--- src/rtl/commit_trace_buffer.sv ---
// Captures retiring-instruction commit records into a FIFO and drains each as a 3-beat 32-bit stream.
// Latency: first beat visible the cycle after push; full FIFO drops new records (counted) unless a pop frees a slot.
module commit_trace_buffer #(
    parameter int DEPTH  = 8,
    parameter int DROP_W = 16
) (
    input  logic                     clk,
    input  logic                     reset,
    input  logic                     i_retire,
    input  logic                     i_capture_en,
    input  logic                     i_wb_only,
    input  logic [31:0]              i_pc,
    input  logic [31:0]              i_inst,
    input  logic [31:0]              i_writeBack,
    input  logic                     i_RegWEn,
    input  logic                     i_memRW,
    input  logic                     i_clear,
    output logic                     o_valid,
    input  logic                     i_ready,
    output logic [31:0]              o_data,
    output logic [1:0]               o_beat,
    output logic                     o_last,
    output logic [1:0]               o_flags,
    output logic [$clog2(DEPTH):0]   o_count,
    output logic                     o_overflow,
    output logic [DROP_W-1:0]        o_drop_count
);
    localparam int PW = $clog2(DEPTH);
    localparam int CW = PW + 1;
    localparam logic [CW-1:0] FULL_CNT = CW'(DEPTH);

    typedef enum logic [1:0] {BEAT0 = 2'd0, BEAT1 = 2'd1, BEAT2 = 2'd2} state_t;

    typedef struct packed {
        logic        mem_rw;
        logic        reg_wen;
        logic [31:0] wb;
        logic [31:0] inst;
        logic [31:0] pc;
    } rec_t;

    rec_t              mem_q [DEPTH];
    rec_t              mem_d [DEPTH];
    logic [PW-1:0]     wr_ptr_q, wr_ptr_d;
    logic [PW-1:0]     rd_ptr_q, rd_ptr_d;
    logic [CW-1:0]     count_q, count_d;
    state_t            state_q, state_d;
    logic              overflow_q, overflow_d;
    logic [DROP_W-1:0] drop_cnt_q, drop_cnt_d;

    logic push_req, pop, push_ok, drop, valid, full;
    rec_t head;

    always_comb begin
        valid    = (count_q != '0);
        full     = (count_q == FULL_CNT);
        push_req = i_retire & i_capture_en & (~i_wb_only | i_RegWEn | i_memRW);
        pop      = valid & i_ready & (state_q == BEAT2);
        // A pop in the same cycle frees the slot the incoming record needs.
        push_ok  = push_req & (~full | pop);
        drop     = push_req & full & ~pop;

        mem_d    = mem_q;
        wr_ptr_d = wr_ptr_q;
        rd_ptr_d = rd_ptr_q;
        if (push_ok) begin
            mem_d[wr_ptr_q] = '{mem_rw: i_memRW, reg_wen: i_RegWEn, wb: i_writeBack,
                                inst: i_inst, pc: i_pc};
            wr_ptr_d = wr_ptr_q + PW'(1);
        end
        if (pop) begin
            rd_ptr_d = rd_ptr_q + PW'(1);
        end
        count_d = count_q + CW'(push_ok) - CW'(pop);

        state_d = state_q;
        if (valid & i_ready) begin
            case (state_q)
                BEAT0:   state_d = BEAT1;
                BEAT1:   state_d = BEAT2;
                default: state_d = BEAT0;
            endcase
        end

        overflow_d = overflow_q;
        drop_cnt_d = drop_cnt_q;
        if (drop) begin
            overflow_d = 1'b1;
            if (i_clear) begin
                drop_cnt_d = DROP_W'(1);
            end else if (drop_cnt_q != '1) begin
                drop_cnt_d = drop_cnt_q + DROP_W'(1);
            end
        end else if (i_clear) begin
            overflow_d = 1'b0;
            drop_cnt_d = '0;
        end
    end

    always_ff @(posedge clk or posedge reset) begin
        if (reset) begin
            for (int i = 0; i < DEPTH; i++) begin
                mem_q[i] <= '0;
            end
            wr_ptr_q   <= '0;
            rd_ptr_q   <= '0;
            count_q    <= '0;
            state_q    <= BEAT0;
            overflow_q <= 1'b0;
            drop_cnt_q <= '0;
        end else begin
            mem_q      <= mem_d;
            wr_ptr_q   <= wr_ptr_d;
            rd_ptr_q   <= rd_ptr_d;
            count_q    <= count_d;
            state_q    <= state_d;
            overflow_q <= overflow_d;
            drop_cnt_q <= drop_cnt_d;
        end
    end

    // Payload is gated so an empty buffer presents zeros rather than stale entries.
    always_comb begin
        head   = mem_q[rd_ptr_q];
        o_data = '0;
        if (valid) begin
            case (state_q)
                BEAT0:   o_data = head.pc;
                BEAT1:   o_data = head.inst;
                default: o_data = head.wb;
            endcase
        end
        o_flags      = valid ? {head.mem_rw, head.reg_wen} : 2'b00;
        o_valid      = valid;
        o_beat       = state_q;
        o_last       = (state_q == BEAT2);
        o_count      = count_q;
        o_overflow   = overflow_q;
        o_drop_count = drop_cnt_q;
    end

endmodule

--- config.mk ---
export PLATFORM = sky130hd
export DESIGN_NAME = commit_trace_buffer
export DESIGN_NICKNAME = d
export VERILOG_FILES = /design/src/rtl/commit_trace_buffer.sv
export SDC_FILE = /design/constraint.sdc
export NUM_CORES = 1
export LEC_CHECK = 0
export BUFFER_PORTS_ARGS = -buffer_cell sky130_fd_sc_hd__clkbuf_2
export CAP_MARGIN = 20
export CORE_MARGIN = 5
export CORE_UTILIZATION = 35
export CTS_CLUSTER_DIAMETER = 120
export DETAILED_ROUTE_END_ITERATION = 16
export PLACE_DENSITY_LB_ADDON = 0.1
export SLEW_MARGIN = 20
export SYNTH_ARGS = -nofsm -noshare
export SYNTH_HDL_FRONTEND = slang
export SYNTH_SLANG_ARGS = --single-unit
--- constraint.sdc ---
create_clock -name clk -period 28 [get_ports clk]
set_input_delay 1.4 -clock clk [delete_from_list [all_inputs] [get_ports clk]]
set_output_delay 1.4 -clock clk [all_outputs]
set_load 0.01 [all_outputs]
# == After elaboration in Yosys (flattened, before gate mapping) ==
# Cells that the tools add are included.
# word_totals
reg_bits,813
output_inout_bits,59
word_cells,95
# op_classes
n_addsub,5
magnitude_cmp,3
n_eq_ne,4
muxes,16
bitwise_logic,15
reduce_logical,6
# op_table
cell,count
$bwmux W784,1
$bmux W98 S3,1
$demux W98 S3,1
$mux W98,3
$mux W16,4
$pmux W32 S2,1
$mux W32,1
$add A16 B1 Y16 const B,1
$ne A16 B16 Y1 const B,1
$ge A4 B4 Y1 const B,2
$not A3 Y4,2
$and A1 B1 Y1,7
$add A3 B1 Y3 const B,2
$add A4 B1 Y4,1
$eq A4 B4 Y1 const B,1
$lt A4 B1 Y1 const B,1
$pmux W2 S2,1
$reduce_bool A2 Y1,2
$reduce_bool A4 Y1,1
$sub A4 B1 Y4,1
$not A1 Y1,3
$or A1 B1 Y1,3
$eq A2 B1 Y1 const B,1
$eq A2 B2 Y1 const B,1
other kinds (5),6

# == Depth between registers and ports, before layout ==
# logic_depth
ltp_word,8
mapped_depth,12
ltp_nobuf,12

# == Worst setup path before layout ==
# Ideal clock, no wire load.
# synth_path
path_kind,flip-flop to output port
startpoint,register state_q[0] (netlist: o_beat[0])
endpoint,output o_data[25]
arrival_time_ns,1.975
required_ns,26.600
slack_ns,24.625
stages_incl_launch_ff,9
path_buffers,3
cell_sequence,dfrtp_1 -> clkbuf_1 -> or3b_2 -> clkbuf_1 -> clkbuf_1 -> o22ai_1 -> nor2_1 -> o22ai_1 -> a221oi_1
# synth_between
elab_chain_cells,3
# synth_rtl
item,line_no,source
"start, declared",47,"state_t state_q, state_d;"
"start signal, assigned",116,state_q <= state_d;
$eq A2 B1 Y1 or $logic_not A2 Y1 (tied branches),127,case (state_q)
$pmux W32 S2 *,127,
$mux W32 *,126,if (valid) begin
"end, declared",20,"output logic [31:0] o_data,"
# Mark *: on every way between the ends. The rest lies on a longest branch, timed or not.

# == Worst setup path in the final report ==
# layout_path
startpoint,register rd_ptr_q[0]
endpoint,output o_data[14]
# layout_between
elab_chain_cells,6
# layout_rtl
item,line_no,source
"start, declared",45,"logic [PW-1:0] rd_ptr_q, rd_ptr_d;"
"start signal, assigned",114,rd_ptr_q <= rd_ptr_d;
$not A3 Y4 (implied by the code),124,head = mem_q[rd_ptr_q];
$bmux W98 S3,124,
$mux W98 (implied by the code) (2 in a row),124,
$pmux W32 S2,127,
$mux W32,126,
# No other way between the ends. The select of a mux whose other input is x is not followed.

==> impl_metrics.env <==
export IMPL_yosys_area_top_type_share_pct=54.9
export IMPL_grt_pass1_wl_um=167000
export IMPL_ys_seq_area_share_pct=54.9
export IMPL_synth_cells=2444
export IMPL_synth_largest_area_cell="dfrtp_1"
export IMPL_maxCapViolCount=0
export IMPL_die_area_um2=113000
export IMPL_cpMostUsedCell="buf_4"
export IMPL_drt_pass1_iterations=5
export IMPL_area_delta_synth_final_pct=13.8
export IMPL_cp_num_cells=8
export IMPL_netlist_area_um2=37100
export IMPL_post_cts_buffers=0
export IMPL_io_pins=164
export IMPL_relSlewSlack_pct=25.0
export IMPL_nNetsFinal=2676
export IMPL_antenna_found_initial=28
export IMPL_setup_viol_count_final=0
export IMPL_rrSetupSlack_ns=23.50
export IMPL_hold_violations=0
export IMPL_run_status="finished clean"
export IMPL_dr_total_vias=22000
export IMPL_reg2reg_to="mem_q[46]"
export IMPL_worst_setup_path_end_kind="primary output"
export IMPL_cts_buffers_inserted=94
export IMPL_dp_hpwl_um=67600
export IMPL_rsz0062_at_grt="false"
export IMPL_synth_top_family_by_area="multiplexers"
export IMPL_drtIter0Drc=1191
export IMPL_fp_row_count=119
export IMPL_synth_warning_count=0
export IMPL_cp_start_kind="flop"
export IMPL_period_share_pct=24.0
export IMPL_crit_slowest_cell="buf_4"
export IMPL_numPortBuffers=163
export IMPL_synth_area_leaders="dfrtp_1, mux2_2, mux4_2"
export IMPL_place_congestion=0.742
export IMPL_max_freq_mhz=149
export IMPL_fillerInstances=9718
export IMPL_powerDensity_nw_per_um2=123
export IMPL_worst_pin_slew_ns=1.12
export IMPL_ys_flop_type="dfrtp_1"
export IMPL_hold_class="flop to flop"
export IMPL_fin_skew_ns=0.0169
export IMPL_htreeDepth=3
export IMPL_crit_path_start="rd_ptr_q[0]"
export IMPL_drc=0
export IMPL_fin_setup_tns_ns=0
export IMPL_crit_family="buffers and inverters"
export IMPL_ir_drop_mv=0.0724
export IMPL_clkTransAtPathRegs_ns=0.06
export IMPL_viasPerCell=5.45
export IMPL_rr_startpoint="o_beat[1]"
export IMPL_wl_per_cell_um=27.8
export IMPL_cts_root_buf="clkbuf_16"
export IMPL_die_w_um=335
export IMPL_start_util_pct=35.2
export IMPL_r2r_cells=10
export IMPL_cts_sinks=813
export IMPL_worstPathArrival_ns=5.32
export IMPL_power_leakage_nw=18.6
export IMPL_power_mw=5.17
export IMPL_synth_compound_area_share_pct=3.57
export IMPL_hold_buffers=0
export IMPL_drive_above_1_share_pct=49.3
export IMPL_slowest_delay_ns=0.90
export IMPL_grt_util_all_layers_pct=20.0
export IMPL_core_um2=105000
export IMPL_cts_resized=0
export IMPL_gr_total_overflow=0
export IMPL_worstPathCellList="buf_4 > buf_4 > buf_4 > mux4_2 > nor2b_1 > o22ai_1 > a221oi_1 > clkbuf_2"
export IMPL_synth_adder_area_share_pct=0.324
export IMPL_routed_wl_um=112000
export IMPL_synth_xor_area_share_pct=0.260
export IMPL_syn_avg_cell_area_um2=15.2
export IMPL_cts_tree="yes"
export IMPL_crit_end="o_data[14]"
export IMPL_cp_num_buf_inv=4
export IMPL_grt_pass1_vias=23900
export IMPL_insertion_delay_ns=0.65
export IMPL_synth_area_mux_share_pct=36.3
export IMPL_chipHeight_um=335
export IMPL_cts_buffer_depth=3
export IMPL_grt_start_max_net_pins=182
export IMPL_final_min_clock_period_ns=6.72
export IMPL_synth_enable_flop_cells=0
export IMPL_ant_nets=0
export IMPL_path_max_fanout=50
export IMPL_ys_ff_latch=813
export IMPL_crit_type="flop to primary output"
export IMPL_synthArstFlopShare_pct=100
export IMPL_synth_simple_area_share_pct=2.00
export IMPL_slew_viol_final=0
export IMPL_syn_num_nets=2558
export IMPL_synth_cell_types=52
export IMPL_required_ns=26.60
[stage by stage]
| stage | utilization [%] | worst slack, ns | cell area, um2 | hold slack [ns] | instances |
|---|---|---|---|---|---|
| floorplan | - | 3.77 | 37100 | 0.457 | 2444 |
| global placement | 37.1 | 21.79 | 39100 | 0.470 | 3855 |
| detailed placement | 37.1 | 21.80 | 39100 | 0.483 | 3855 |
| CTS | 40.0 | 21.07 | 42100 | 0.496 | 4029 |
| global route | 40.1 | 20.82 | 42200 | 0.508 | 4032 |
| finish | 40.1 | 21.28 | 42200 | 0.493 | 4039 |
[worst min-delay path by stage]
stage | from | end | slack [ns] | depth (start not counted)
floorplan | mem_q[129] | mem_q[129] | 0.46 | 1
global placement | mem_q[588] | mem_q[588] | 0.47 | 1
detailed placement | mem_q[129] | mem_q[129] | 0.48 | 1
CTS | mem_q[129] | mem_q[129] | 0.50 | 1
global route | mem_q[759] | mem_q[759] | 0.51 | 1
finish | mem_q[129] | mem_q[129] | 0.49 | 1
[area by class of cell]
| class | instances | area, um2 | share of cell area [%] |
|---|---|---|---|
| tap | 1391 | 1740 | 4.13 |
| antenna | 8 | 20.0 | 0.0475 |
| timing repair buffer | 201 | 1200 | 2.85 |
| multi-input combinational | 1442 | 15800 | 37.5 |
| sequential | 813 | 20400 | 48.3 |
| inverter | 10 | 45.0 | 0.107 |
| clock inverter | 22 | 131 | 0.311 |
| clock buffer | 152 | 2870 | 6.79 |
[metal layers]
metal / global-route usage, % / vias to the layer above / part of all wire, %
met5: 0 / - / 0.10
met4: 4.29 / 16 / 2.1
met3: 4.01 / 159 / 5.0
met2: 32.9 / 370 / 48
met1: 27.6 / 12000 / 45
li1: - / 9437 / -
[cells in the mapped netlist (6+ instances only)]
cell type / count
o21ai_0: 18
nand4_1: 11
o22ai_1: 68
clkbuf_1: 41
nor2_1: 33
a221oi_1: 24
ha_1: 8
mux2_2: 815
buf_1: 9
mux4_2: 118
a21o_1: 6
xor2_1: 7
buf_4: 23
buf_2: 99
nand3b_1: 9
o21bai_1: 7
a21oi_1: 14
o221ai_1: 31
nor2b_1: 7
nand2_1: 35
mux2i_1: 159
dfrtp_1: 813
inv_1: 10
buf_6: 7
nand3_1: 11
o211ai_1: 7
[worst reg2reg max path: stages, from the launching register on]
cell	delay, ns
dfrtp_2	0.39
buf_4	0.56
nor2b_1	0.22
buf_4	0.18
a31o_2	0.27
nand3_2	0.16
nor2_4	0.39
buf_12	0.25
buf_4	0.90
buf_4	0.66
mux2_2	0.42
[registers in the layout (all words and copies together) (netlist names)]
register,flops
rd_ptr_q,3
mem_q,784
wr_ptr_q,3
o_overflow,1
o_drop_count,16
o_beat,2
o_count,4
[kinds of logic (layout without fill, tap and decap cells)]
group | Yosys count | after routing
flip-flops | 813 | 813
AO/OA/AOI/OAI | 186 | 186
AND/OR/NAND/NOR | 140 | 140
XOR/XNOR | 11 | 11
multiplexers | 1096 | 1096
other | 0 | 8
adder cells (fa/ha/maj) | 9 | 9
buffers and inverters | 189 | 385
[power by group]
| group | total [mW] | internal (mW) | switching, mW |
|---|---|---|---|
| registers | 1.99 | 1.71 | 0.289 |
| logic | 1.99 | 0.999 | 0.989 |
| clock network | 1.19 | 0.697 | 0.490 |
| total | 5.17 | 3.40 | 1.77 |
[cell usage in the layout (no fill, tap or decap), types with 11 or more instances in the layout]
cell type and instances:
mux2_2 815, a21oi_1 14, nor2_1 33, clkbuf_8 21
mux4_2 118, a221oi_1 24, nand3_1 11, nand4_1 11
o21ai_0 18, o22ai_1 68, mux2i_1 159, dfrtp_1 809
clkbuf_2 163, nand2_1 34, clkbuf_1 33, o221ai_1 31
clkbuf_16 98, clkinv_2 18, buf_4 29
Power figures use the tool's default switching activity.
